==> config.mk <==
export PLATFORM = sky130hd
export DESIGN_NAME = ikbd_host_acia
export DESIGN_NICKNAME = d
export VERILOG_FILES = /design/src/rtl/ikbd_host_acia_pkg.sv /design/src/rtl/ikbd_acia_rx.sv /design/src/rtl/ikbd_host_acia.sv
export SDC_FILE = /design/constraint.sdc
export NUM_CORES = 1
export LEC_CHECK = 0
export BUFFER_PORTS_ARGS = -buffer_cell sky130_fd_sc_hd__buf_2
export CAP_MARGIN = 20
export CORE_MARGIN = 2
export CORE_UTILIZATION = 45
export CTS_CLUSTER_SIZE = 28
export DETAILED_ROUTE_END_ITERATION = 7
export GPL_TIMING_DRIVEN = 0
export PLACE_DENSITY_LB_ADDON = 0.12
export RECOVER_POWER = 25
export SLEW_MARGIN = 20
export SYNTH_ARGS = -nofsm -noshare
export SYNTH_HDL_FRONTEND = slang
export SYNTH_SLANG_ARGS = --single-unit
==> constraint.sdc <==
create_clock -name mcu_clx2 -period 4.5 [get_ports mcu_clx2]
set_clock_uncertainty 0.1 [all_clocks]
set_input_delay 0.45 -clock mcu_clx2 [delete_from_list [all_inputs] [get_ports mcu_clx2]]
set_output_delay 0.45 -clock mcu_clx2 [all_outputs]
set_load 0.01 [all_outputs]
==> src/rtl/ikbd_host_acia_pkg.sv <==
`default_nettype none
// ============================================================================
//  Module      : ikbd_host_acia_pkg
//  Description : Shared constants and state encodings for the host-side
//                6850-style ACIA (register selects, status/control bit
//                positions, rx/tx state machine encodings).
//  Ports       : none (package)
//  Revision    : 1.0  initial release
// ============================================================================
package ikbd_host_acia_pkg;

    // Register select values on the rs pin
    localparam logic CTRL_STAT = 1'b0;
    localparam logic DATA      = 1'b1;

    // Status register bit positions
    localparam int SR_RDRF = 0;
    localparam int SR_TDRE = 1;
    localparam int SR_DCD  = 2;
    localparam int SR_CTS  = 3;
    localparam int SR_FE   = 4;
    localparam int SR_OVRN = 5;
    localparam int SR_PE   = 6;
    localparam int SR_IRQ  = 7;

    // Control register fields
    localparam int CR_CDS_LSB = 0;   // [1:0] counter divide select
    localparam int CR_WS_LSB  = 2;   // [4:2] word select
    localparam int CR_TC_LSB  = 5;   // [6:5] transmit control
    localparam int CR_RIE     = 7;   // receive interrupt enable

    localparam logic [1:0] CDS_MASTER_RESET = 2'b11;
    localparam logic [2:0] WS_TWO_STOP      = 3'b100;
    localparam logic [1:0] TC_TIE_ON        = 2'b01;
    localparam logic [1:0] TC_RTS_HIGH      = 2'b10;
    localparam logic [1:0] TC_BREAK         = 2'b11;

    typedef enum logic [1:0] {
        RX_IDLE  = 2'd0,
        RX_START = 2'd1,
        RX_DATA  = 2'd2,
        RX_STOP  = 2'd3
    } rx_state_t;

    typedef enum logic [2:0] {
        TX_IDLE  = 3'd0,
        TX_START = 3'd1,
        TX_DATA  = 3'd2,
        TX_STOP1 = 3'd3,
        TX_STOP2 = 3'd4
    } tx_state_t;

endpackage
`default_nettype wire

==> src/rtl/ikbd_acia_rx.sv <==
`default_nettype none
// ============================================================================
//  Module      : ikbd_acia_rx
//  Description : 8N1 serial receiver. Two-flop synchroniser, falling-edge
//                start detection, half-bit start validation, mid-bit data
//                sampling (LSB first) and a single stop-bit sample.
//  Ports       : clk, rst_n      - clock / async active-low reset
//                enable          - low forces the FSM idle (aborts a frame)
//                rxd             - asynchronous serial input, idle high
//                byte_valid      - one-cycle pulse at the stop-bit sample
//                data            - received byte, valid with byte_valid
//                stop_ok         - sampled stop bit, valid with byte_valid
//  Revision    : 1.0  initial release
// ============================================================================
module ikbd_acia_rx
    import ikbd_host_acia_pkg::*;
#(
    parameter int CLKS_PER_BIT = 256
) (
    input  logic       clk,
    input  logic       rst_n,
    input  logic       enable,
    input  logic       rxd,
    output logic       byte_valid,
    output logic [7:0] data,
    output logic       stop_ok
);

    localparam int               CNT_W    = $clog2(CLKS_PER_BIT);
    localparam logic [CNT_W-1:0] CNT_HALF = CNT_W'(CLKS_PER_BIT / 2 - 1);
    localparam logic [CNT_W-1:0] CNT_LAST = CNT_W'(CLKS_PER_BIT - 1);

    logic             sync1_q, sync2_q, prev_q;
    rx_state_t        state_q, state_d;
    logic [CNT_W-1:0] cnt_q, cnt_d;
    logic [2:0]       bit_q, bit_d;
    logic [7:0]       shift_q, shift_d;

    always_ff @(posedge clk or negedge rst_n) begin
        if (!rst_n) begin
            sync1_q <= 1'b1;
            sync2_q <= 1'b1;
            prev_q  <= 1'b1;
            state_q <= RX_IDLE;
            cnt_q   <= '0;
            bit_q   <= '0;
            shift_q <= '0;
        end else begin
            sync1_q <= rxd;
            sync2_q <= sync1_q;
            prev_q  <= sync2_q;
            state_q <= state_d;
            cnt_q   <= cnt_d;
            bit_q   <= bit_d;
            shift_q <= shift_d;
        end
    end

    always_comb begin
        state_d    = state_q;
        cnt_d      = cnt_q;
        bit_d      = bit_q;
        shift_d    = shift_q;
        byte_valid = 1'b0;

        unique case (state_q)
            RX_IDLE: begin
                cnt_d = '0;
                if (prev_q && !sync2_q) begin
                    state_d = RX_START;
                end
            end
            RX_START: begin
                // Re-check the line half a bit in; a high level means noise.
                if (cnt_q == CNT_HALF) begin
                    cnt_d   = '0;
                    bit_d   = '0;
                    state_d = sync2_q ? RX_IDLE : RX_DATA;
                end else begin
                    cnt_d = cnt_q + CNT_W'(1);
                end
            end
            RX_DATA: begin
                if (cnt_q == CNT_LAST) begin
                    cnt_d   = '0;
                    shift_d = {sync2_q, shift_q[7:1]};
                    bit_d   = bit_q + 3'd1;
                    if (bit_q == 3'd7) begin
                        state_d = RX_STOP;
                    end
                end else begin
                    cnt_d = cnt_q + CNT_W'(1);
                end
            end
            RX_STOP: begin
                // Returning to idle mid stop bit lets the next start edge
                // be caught without waiting for the bit to end.
                if (cnt_q == CNT_LAST) begin
                    cnt_d      = '0;
                    byte_valid = 1'b1;
                    state_d    = RX_IDLE;
                end else begin
                    cnt_d = cnt_q + CNT_W'(1);
                end
            end
            default: state_d = RX_IDLE;
        endcase

        if (!enable) begin
            state_d    = RX_IDLE;
            cnt_d      = '0;
            byte_valid = 1'b0;
        end
    end

    assign data    = shift_q;
    assign stop_ok = sync2_q;

endmodule
`default_nettype wire

==> src/rtl/ikbd_host_acia.sv <==
`default_nettype none
// ============================================================================
//  Module      : ikbd_host_acia
//  Description : Host-side 6850-style ACIA for the keyboard controller SCI
//                link. Holds the control register, status flags, the
//                two-register bus decode and the transmitter; the receiver
//                lives in ikbd_acia_rx.
//  Ports       : mcu_clx2, mcu_rst_n - clock / async active-low reset
//                cs, rs, wr, rd      - bus select, register select, strobes
//                din / dout          - write data / combinational read data
//                irq_n               - active-low interrupt
//                rxd / txd           - serial in / serial out
//                rts_n               - request to send
//  Revision    : 1.0  initial release
// ============================================================================
module ikbd_host_acia
    import ikbd_host_acia_pkg::*;
#(
    parameter int CLKS_PER_BIT = 256
) (
    input  logic       mcu_clx2,
    input  logic       mcu_rst_n,
    input  logic       cs,
    input  logic       rs,
    input  logic       wr,
    input  logic       rd,
    input  logic [7:0] din,
    output logic [7:0] dout,
    output logic       irq_n,
    input  logic       rxd,
    output logic       txd,
    output logic       rts_n
);

    localparam int               CNT_W    = $clog2(CLKS_PER_BIT);
    localparam logic [CNT_W-1:0] CNT_LAST = CNT_W'(CLKS_PER_BIT - 1);

    logic [7:0]       cr_q, cr_d;
    logic [7:0]       rdr_q, rdr_d;
    logic [7:0]       tdr_q, tdr_d;
    logic             rdrf_q, rdrf_d;
    logic             tdre_q, tdre_d;
    logic             fe_q, fe_d;
    logic             ovrn_q, ovrn_d;
    logic             stat_seen_q, stat_seen_d;  // status read since OVRN set
    tx_state_t        tx_state_q, tx_state_d;
    logic [7:0]       tx_shift_q, tx_shift_d;
    logic [CNT_W-1:0] tx_cnt_q, tx_cnt_d;
    logic [2:0]       tx_bit_q, tx_bit_d;

    logic       wr_ctrl, wr_data, rd_stat, rd_data;
    logic       mr_q, mr_d, brk_q, tie, rie, irq, two_stop;
    logic       tx_load, tx_bit_end, tx_line;
    logic       rx_valid, rx_stop_ok;
    logic [7:0] rx_data;
    logic [7:0] sr;

    assign wr_ctrl = cs & wr & (rs == CTRL_STAT);
    assign wr_data = cs & wr & (rs == DATA);
    assign rd_stat = cs & rd & (rs == CTRL_STAT);
    assign rd_data = cs & rd & (rs == DATA);

    assign cr_d     = wr_ctrl ? din : cr_q;
    assign mr_q     = (cr_q[CR_CDS_LSB +: 2] == CDS_MASTER_RESET);
    // Master reset taken from the incoming CR value so a write of 11
    // aborts rx/tx and clears flags on the same edge that stores it.
    assign mr_d     = (cr_d[CR_CDS_LSB +: 2] == CDS_MASTER_RESET);
    assign brk_q    = (cr_q[CR_TC_LSB +: 2] == TC_BREAK);
    assign tie      = (cr_q[CR_TC_LSB +: 2] == TC_TIE_ON);
    assign rie      = cr_q[CR_RIE];
    assign two_stop = (cr_q[CR_WS_LSB +: 3] == WS_TWO_STOP);

    assign irq   = (rie & (rdrf_q | ovrn_q)) | (tie & tdre_q);
    assign irq_n = ~irq;
    assign rts_n = (cr_q[CR_TC_LSB +: 2] == TC_RTS_HIGH);

    ikbd_acia_rx #(
        .CLKS_PER_BIT (CLKS_PER_BIT)
    ) u_rx (
        .clk        (mcu_clx2),
        .rst_n      (mcu_rst_n),
        .enable     (!mr_d),
        .rxd        (rxd),
        .byte_valid (rx_valid),
        .data       (rx_data),
        .stop_ok    (rx_stop_ok)
    );

    always_ff @(posedge mcu_clx2 or negedge mcu_rst_n) begin
        if (!mcu_rst_n) begin
            cr_q        <= 8'h03;
            rdr_q       <= '0;
            tdr_q       <= '0;
            rdrf_q      <= 1'b0;
            tdre_q      <= 1'b1;
            fe_q        <= 1'b0;
            ovrn_q      <= 1'b0;
            stat_seen_q <= 1'b0;
            tx_state_q  <= TX_IDLE;
            tx_shift_q  <= '0;
            tx_cnt_q    <= '0;
            tx_bit_q    <= '0;
        end else begin
            cr_q        <= cr_d;
            rdr_q       <= rdr_d;
            tdr_q       <= tdr_d;
            rdrf_q      <= rdrf_d;
            tdre_q      <= tdre_d;
            fe_q        <= fe_d;
            ovrn_q      <= ovrn_d;
            stat_seen_q <= stat_seen_d;
            tx_state_q  <= tx_state_d;
            tx_shift_q  <= tx_shift_d;
            tx_cnt_q    <= tx_cnt_d;
            tx_bit_q    <= tx_bit_d;
        end
    end

    // Receive-side status flags
    always_comb begin
        rdr_d       = rdr_q;
        rdrf_d      = rdrf_q;
        fe_d        = fe_q;
        ovrn_d      = ovrn_q;
        stat_seen_d = stat_seen_q;

        if (rd_stat && ovrn_q) begin
            stat_seen_d = 1'b1;
        end
        if (rd_data) begin
            rdrf_d = 1'b0;
            fe_d   = 1'b0;
            if (stat_seen_q) begin
                ovrn_d      = 1'b0;
                stat_seen_d = 1'b0;
            end
        end
        // Checking rdrf_d (post-read) means a read coinciding with the stop
        // sample lets the new byte in instead of flagging an overrun.
        if (rx_valid) begin
            if (!rdrf_d) begin
                rdr_d  = rx_data;
                rdrf_d = 1'b1;
                fe_d   = ~rx_stop_ok;
            end else begin
                ovrn_d      = 1'b1;
                stat_seen_d = 1'b0;
            end
        end
        if (mr_d) begin
            rdrf_d      = 1'b0;
            fe_d        = 1'b0;
            ovrn_d      = 1'b0;
            stat_seen_d = 1'b0;
        end
    end

    // Transmitter
    always_comb begin
        tx_state_d = tx_state_q;
        tx_shift_d = tx_shift_q;
        tx_cnt_d   = tx_cnt_q;
        tx_bit_d   = tx_bit_q;
        tdr_d      = tdr_q;
        tdre_d     = tdre_q;
        tx_load    = 1'b0;
        tx_bit_end = (tx_cnt_q == CNT_LAST);

        if (!mr_d && !brk_q) begin
            if (tx_state_q != TX_IDLE) begin
                tx_cnt_d = tx_bit_end ? '0 : tx_cnt_q + CNT_W'(1);
            end
            unique case (tx_state_q)
                TX_IDLE:  tx_load = !tdre_q;
                TX_START: begin
                    if (tx_bit_end) begin
                        tx_state_d = TX_DATA;
                        tx_bit_d   = '0;
                    end
                end
                TX_DATA: begin
                    if (tx_bit_end) begin
                        tx_shift_d = {1'b1, tx_shift_q[7:1]};
                        tx_bit_d   = tx_bit_q + 3'd1;
                        if (tx_bit_q == 3'd7) begin
                            tx_state_d = TX_STOP1;
                        end
                    end
                end
                TX_STOP1: begin
                    if (tx_bit_end) begin
                        if (two_stop) begin
                            tx_state_d = TX_STOP2;
                        end else if (!tdre_q) begin
                            tx_load = 1'b1;
                        end else begin
                            tx_state_d = TX_IDLE;
                        end
                    end
                end
                TX_STOP2: begin
                    if (tx_bit_end) begin
                        if (!tdre_q) begin
                            tx_load = 1'b1;
                        end else begin
                            tx_state_d = TX_IDLE;
                        end
                    end
                end
                default: tx_state_d = TX_IDLE;
            endcase

            // Loading straight from a stop bit gives gapless back-to-back bytes.
            if (tx_load) begin
                tx_shift_d = tdr_q;
                tdre_d     = 1'b1;
                tx_state_d = TX_START;
                tx_cnt_d   = '0;
            end
        end else begin
            // Break or master reset abandons the frame; a pending TDR
            // survives break and goes out once it is released.
            tx_state_d = TX_IDLE;
            tx_cnt_d   = '0;
        end

        if (wr_data && !mr_q) begin
            tdr_d  = din;
            tdre_d = 1'b0;
        end
        if (mr_d) begin
            tdre_d = 1'b1;
        end
    end

    always_comb begin
        tx_line = 1'b1;
        unique case (tx_state_q)
            TX_START: tx_line = 1'b0;
            TX_DATA:  tx_line = tx_shift_q[0];
            default:  tx_line = 1'b1;
        endcase
    end

    assign txd = mr_q ? 1'b1 : (brk_q ? 1'b0 : tx_line);

    always_comb begin
        sr          = '0;
        sr[SR_RDRF] = rdrf_q;
        sr[SR_TDRE] = tdre_q;
        sr[SR_DCD]  = 1'b0;
        sr[SR_CTS]  = 1'b0;
        sr[SR_FE]   = fe_q;
        sr[SR_OVRN] = ovrn_q;
        sr[SR_PE]   = 1'b0;
        sr[SR_IRQ]  = irq;
    end

    assign dout = (rs == DATA) ? rdr_q : sr;

endmodule
`default_nettype wire

## After elaboration in Yosys (flattened, before gate mapping)

Index checks and enable logic that the tools add are counted.

- Flip-flop bits (word level): 75
- Input port bits: 15
- Output and inout bits: 11
- Logic and storage cells: 170

- Add/subtract/negate cells: 4
- Equal/unequal tests: 34
- Mux-type cells: 71
- Bitwise gates (word level): 14
- Reductions and logical operators: 27

Operator list:

| cell | count |
|---|---|
| $mux W8 | 11 |
| $mux W3 | 13 |
| $mux W1 | 32 |
| $pmux W8 S3 | 1 |
| $ne A4 B4 Y1 const B | 5 |
| $add A8 B1 Y8 const B | 2 |
| $eq A8 B8 Y1 const B | 2 |
| $mux W2 | 8 |
| $ne A3 B2 Y1 const B | 5 |
| $pmux W3 S5 | 1 |
| $eq A2 B2 Y1 const B | 6 |
| $eq A3 B3 Y1 const B | 4 |
| $pmux W3 S2 | 2 |
| $reduce_bool A3 Y1 | 3 |
| $and A1 B1 Y1 | 8 |
| $eq A8 B7 Y1 const B | 1 |
| $pmux W2 S4 | 1 |
| $reduce_bool A2 Y1 | 4 |
| $add A3 B1 Y3 const B | 2 |
| $eq A3 B2 Y1 const B | 2 |
| $reduce_and A2 Y1 | 3 |
| $reduce_and A3 Y1 | 2 |
| $reduce_and A6 Y1 | 1 |
| $logic_not A1 Y1 | 5 |
| other kinds (16) | 26 |

## Logic depth before layout (Yosys ltp)

- Word-level depth: 11
- Gate-level depth with buffers: 9
- Mapped depth without buffers: 7

## Modules after synthesis

Synthesis repeated with hierarchy kept, for this count alone.

- Cell total of the unflattened synthesis: 332
- Area, all modules: 3682.3 µm²

By module, submodules not included:

| module | instances | cells an instance | area an instance (µm²) | sequential area each (µm²) |
|---|---|---|---|---|
| ikbd_host_acia | 1 | 228 | 2543.7 | 1280.0 |
| ikbd_acia_rx | 1 | 104 | 1138.6 | 604.3 |

## Worst setup path after synthesis

OpenSTA, ideal clock, no wires.

- Path kind: register to register
- Start: reg u_rx.state_q[0]
- End: reg u_rx.state_q[1]
- Setup time: 79 ps
- Arrival time: 1961 ps
- Data required time: 4321 ps
- Setup slack: 2360 ps
- Cell stages (with the launch flop): 9
- Path buffers: 1
- Clock period less this slack: 2140 ps
- Cells stage by stage: dfrtp_1 -> inv_1 -> ha_1 -> buf_2 -> or3_1 -> nor3_1 -> o311ai_1 -> or4_1 -> a21oi_1

- Word-level cells in the longest chain between the ends: 3
- Elaborated cells between the ends (all ways): 12
- Those cells by class: eq/ne: 8; mux: 2; reduce/logical: 2

RTL lines:

| item | RTL line | RTL |
|---|---|---|
| from (decl) | ikbd_acia_rx.sv:34 | `rx_state_t state_q, state_d;` |
| from (signal assigned) | ikbd_acia_rx.sv:52 | `state_q <= state_d;` |
| $eq A2 B2 Y1 (tied with other cells) | ikbd_acia_rx.sv:66 | `unique case (state_q)` |
| $ne A3 B2 Y1 (no source line) / $pmux W2 S4 (equally long branches) | -- |  |
| $reduce_and A5 Y1 (no source line) / $mux W2 (equally long branches) | -- |  |

Several ways; a longest one is shown, not always the timed one.
A chain may end at the register's enable or synchronous reset.

==> qor.txt <==
crit path launch: mcu_rst_n
nets: 380
CP Class: primary input to asynchronous set/reset pin
PwrDens: 414.8 nW/um^2
Reg clk slew, reported paths: 0.07 ns
P_int: 0.001155 W
worst hold path class: primary input to flop
Area contributors post-synth: dfrtp_1, mux2_2, dfstp_2, ha_1, nor2_1
initial antenna violation count: 0
gr ovfl total: 0
total CTS buffers: 9
Net Sw Power: 0.0005372 W
Yosys cell types: 52
Die Span Y: 94.18 um
Final min period: 2.765 ns
yosys warns: 0
sw frac: 0.3175
vias in the first global route: 2348
Initial Utilization: 0.4688
Max VDD drop: 180.5 uV
Slew @ Worst Pin: 1.373 ns
#FFs+latches synth: 75
Synth Flop Type: dfrtp_1
arrival time at the worst endpoint: 2.88 ns
DRT iter0 DRCs: 61
CP Launch Type: primary input
largest net degree at the start of global routing: 58
RSZ-0062 raised after global routing: no
Area Growth Syn to Fin: 11.45%
hold path start: rxd
Die ar.: 8870 um^2
via count: 2445
I/O Buffers: 25
layout cell share with drive strength beyond 1: 0.2786
Lkg Pwr: 1.866 nW
Setup violations, final: 0
routed len/inst: 14.42 um
Critical R2R Capture: u_rx.state_q[1]
worst hold path depth: 1
site row count: 32
reg2reg start: u_rx.state_q[0]
normalized max-slew margin: 0.08467
cells after synthesis: 316
worst path required time: 4.62 ns
DRC viols: 0
die span in x: 94.18 um
# diodes: 0
status: finished clean
Post-CTS Setup Inserts: 0
critical path, cell by cell: dlygate4sd3_1, clkbuf_1, clkbuf_2
Sequential Power Share: 0.497
Synth Cell Area: 3660 um^2
# clock sinks: 75
worst hold endpoint: u_rx.sync1_q
Antenna Nets Post-Route: 0
share of the synthesized area in the top cell type: 0.4718
via/cell ratio: 5.304
Comb power frac: 0.246
core area: 7807 um^2
Synth area leader: dfrtp_1
Syn Nets: 342
clk buf depth: 2
1st-pass router iterations: 4
total track usage: 0.1634
crit path max fanout: 57
Root Buffer Master: clkbuf_8
Critical Path Max Stage Delay: 1.14 ns
Tot Pwr: 0.001692 W
global-route wire length before repair: 11100 um
hold_buf cts: 1
final hold violation count: 0
setup TNS: 0 ns
Top Ports: 26
hpwl dp: 4690 um
reg2reg path depth: 8
Highest Clock Rate: 0.3617 GHz
clock power share: 0.257
H-tree depth: 3
slowest CP cell: clkbuf_2
r2r setup slk: 2.11 ns
Seq/Total Area, Yosys: 0.5149
Total Wirelength: 6648 um
Post-synth EDFFs: 0
CP endpoint kind: asynchronous set/reset pin
MaxCap Viol Count: 0
Slew Limit Fails: 0
Async S/R FF share, synth: 1.000
routability cong.: 0.8091
fin crit share: 0.6144
post-cts repair resize count: 0
synthesized area per cell: 11.58 um^2
Worst-Skew Late Latency: 0.34 ns
CTS tree: done
[routing by layer]
metal / share of wire / global-route usage / routed length [um] / up-vias
li1: - / - / - / 1208
met2: 0.49 / 0.2661 / 3251 / 30
met3: 0.030 / 0.05217 / 197 / 8
met4: 0.012 / 0.05072 / 82 / 0
met1: 0.47 / 0.2076 / 3116 / 1199
met5: 0 / 0 / 0 / -
[state kept, by name, summed over array words and instances (netlist names), 2 cells and up]
| register | count |
|---|---|
| u_rx.data | 8 |
| tx_shift_q | 8 |
| cr_q | 8 |
| u_rx.bit_q | 3 |
| tx_cnt_q | 8 |
| tdr_q | 8 |
| u_rx.state_q | 2 |
| u_rx.cnt_q | 8 |
| tx_state_q | 3 |
| tx_bit_q | 3 |
| rdr_q | 8 |
[cell type report]
| type | count | area (um^2) |
|---|---|---|
| clock inverters | 6 | 33.78 |
| flip-flops and latches | 75 | 1884 |
| well taps | 102 | 127.6 |
| multi-input cells | 219 | 1674 |
| plain buffers | 12 | 56.30 |
| clock buffers | 10 | 127.6 |
| inverters | 10 | 37.54 |
| fillers | 705 | 3729 |
| repair buffers | 27 | 137.6 |
[critical path: cells and delay by family]
family                 cells  cell delay (ns)
buffers and inverters      3             2.39
[worst max-delay path by stage]
stage          slack [ns]              end  cells past startpoint
2_1_floorplan        2.36  u_rx.state_q[1]                      8
3_3_place_gp         2.16  u_rx.state_q[1]                      8
3_5_place_dp         2.15  u_rx.state_q[1]                      8
4_1_cts              2.05              txd                      6
5_1_grt              1.19      tx_cnt_q[5]                      3
6_report             1.74      tx_cnt_q[5]                      3
[cells in the mapped netlist (3+ instances only)]
master	n
a211oi_1	3
a21oi_1	9
and2_1	4
and3_1	5
buf_2	6
clkbuf_1	4
dfrtp_1	69
dfstp_2	6
ha_1	11
inv_1	9
mux2_2	37
mux2i_1	3
nand2_1	16
nand2b_1	10
nand3_1	11
nand4_1	4
nor2_1	27
nor2b_1	3
nor3_1	4
nor3_2	3
nor4_1	5
o21ai_0	7
o21ai_1	4
o221a_1	7
or3_1	4
xnor2_1	7
xor2_1	5
[power groups by stage]
stage / clock (W) / combinational, W / sequential [W]
2_1_floorplan: 0 / 0.000320 / 0.000833
3_3_place_gp: 0 / 0.000413 / 0.000852
3_5_place_dp: 0 / 0.000425 / 0.000853
4_1_cts: 0.000455 / 0.000425 / 0.000842
5_1_grt: 0.000482 / 0.000475 / 0.000854
6_report: 0.000435 / 0.000416 / 0.000841
[layout by cell type, fill, tap and decap left out, types with 5 or more instances in the layout]
cell	count
a21oi_1	9
and3_1	5
buf_2	29
clkbuf_1	8
clkbuf_8	9
clkinv_2	5
dfrtp_1	69
dfstp_2	5
ha_1	11
inv_1	9
mux2_2	37
nand2_1	16
nand2b_1	10
nand3_1	11
nor2_1	27
nor4_1	5
o21ai_0	7
o221a_1	7
xnor2_1	7
xor2_1	5
[per-stage QoR]
| step | instances | util | setup slack [ns] | cell area [um^2] | hold WS (ns) |
|---|---|---|---|---|---|
| 2_1_floorplan | 316 | - | 2.360 | 3660 | 0.05441 |
| 3_3_place_gp | 443 | 0.5011 | 2.164 | 3913 | 0.2457 |
| 3_5_place_dp | 444 | 0.5050 | 2.150 | 3943 | 0.2510 |
| 4_1_cts | 461 | 0.5269 | 2.054 | 4114 | 0.08528 |
| 5_1_grt | 461 | 0.5224 | 1.191 | 4079 | 0.07262 |
| 6_report | 461 | 0.5224 | 1.735 | 4079 | 0.1049 |
[cell families after synthesis]
group           after synthesis  share of synthesized area
fa+ha+maj                    11                    0.03761
buf+inv                      22                    0.02769
compound gates               46                    0.08957
flops                        75                     0.5149
mux                          41                     0.1258
xor+xnor                     12                    0.02872
simple gates                109                     0.1757
Power figures use the tool's default switching activity.
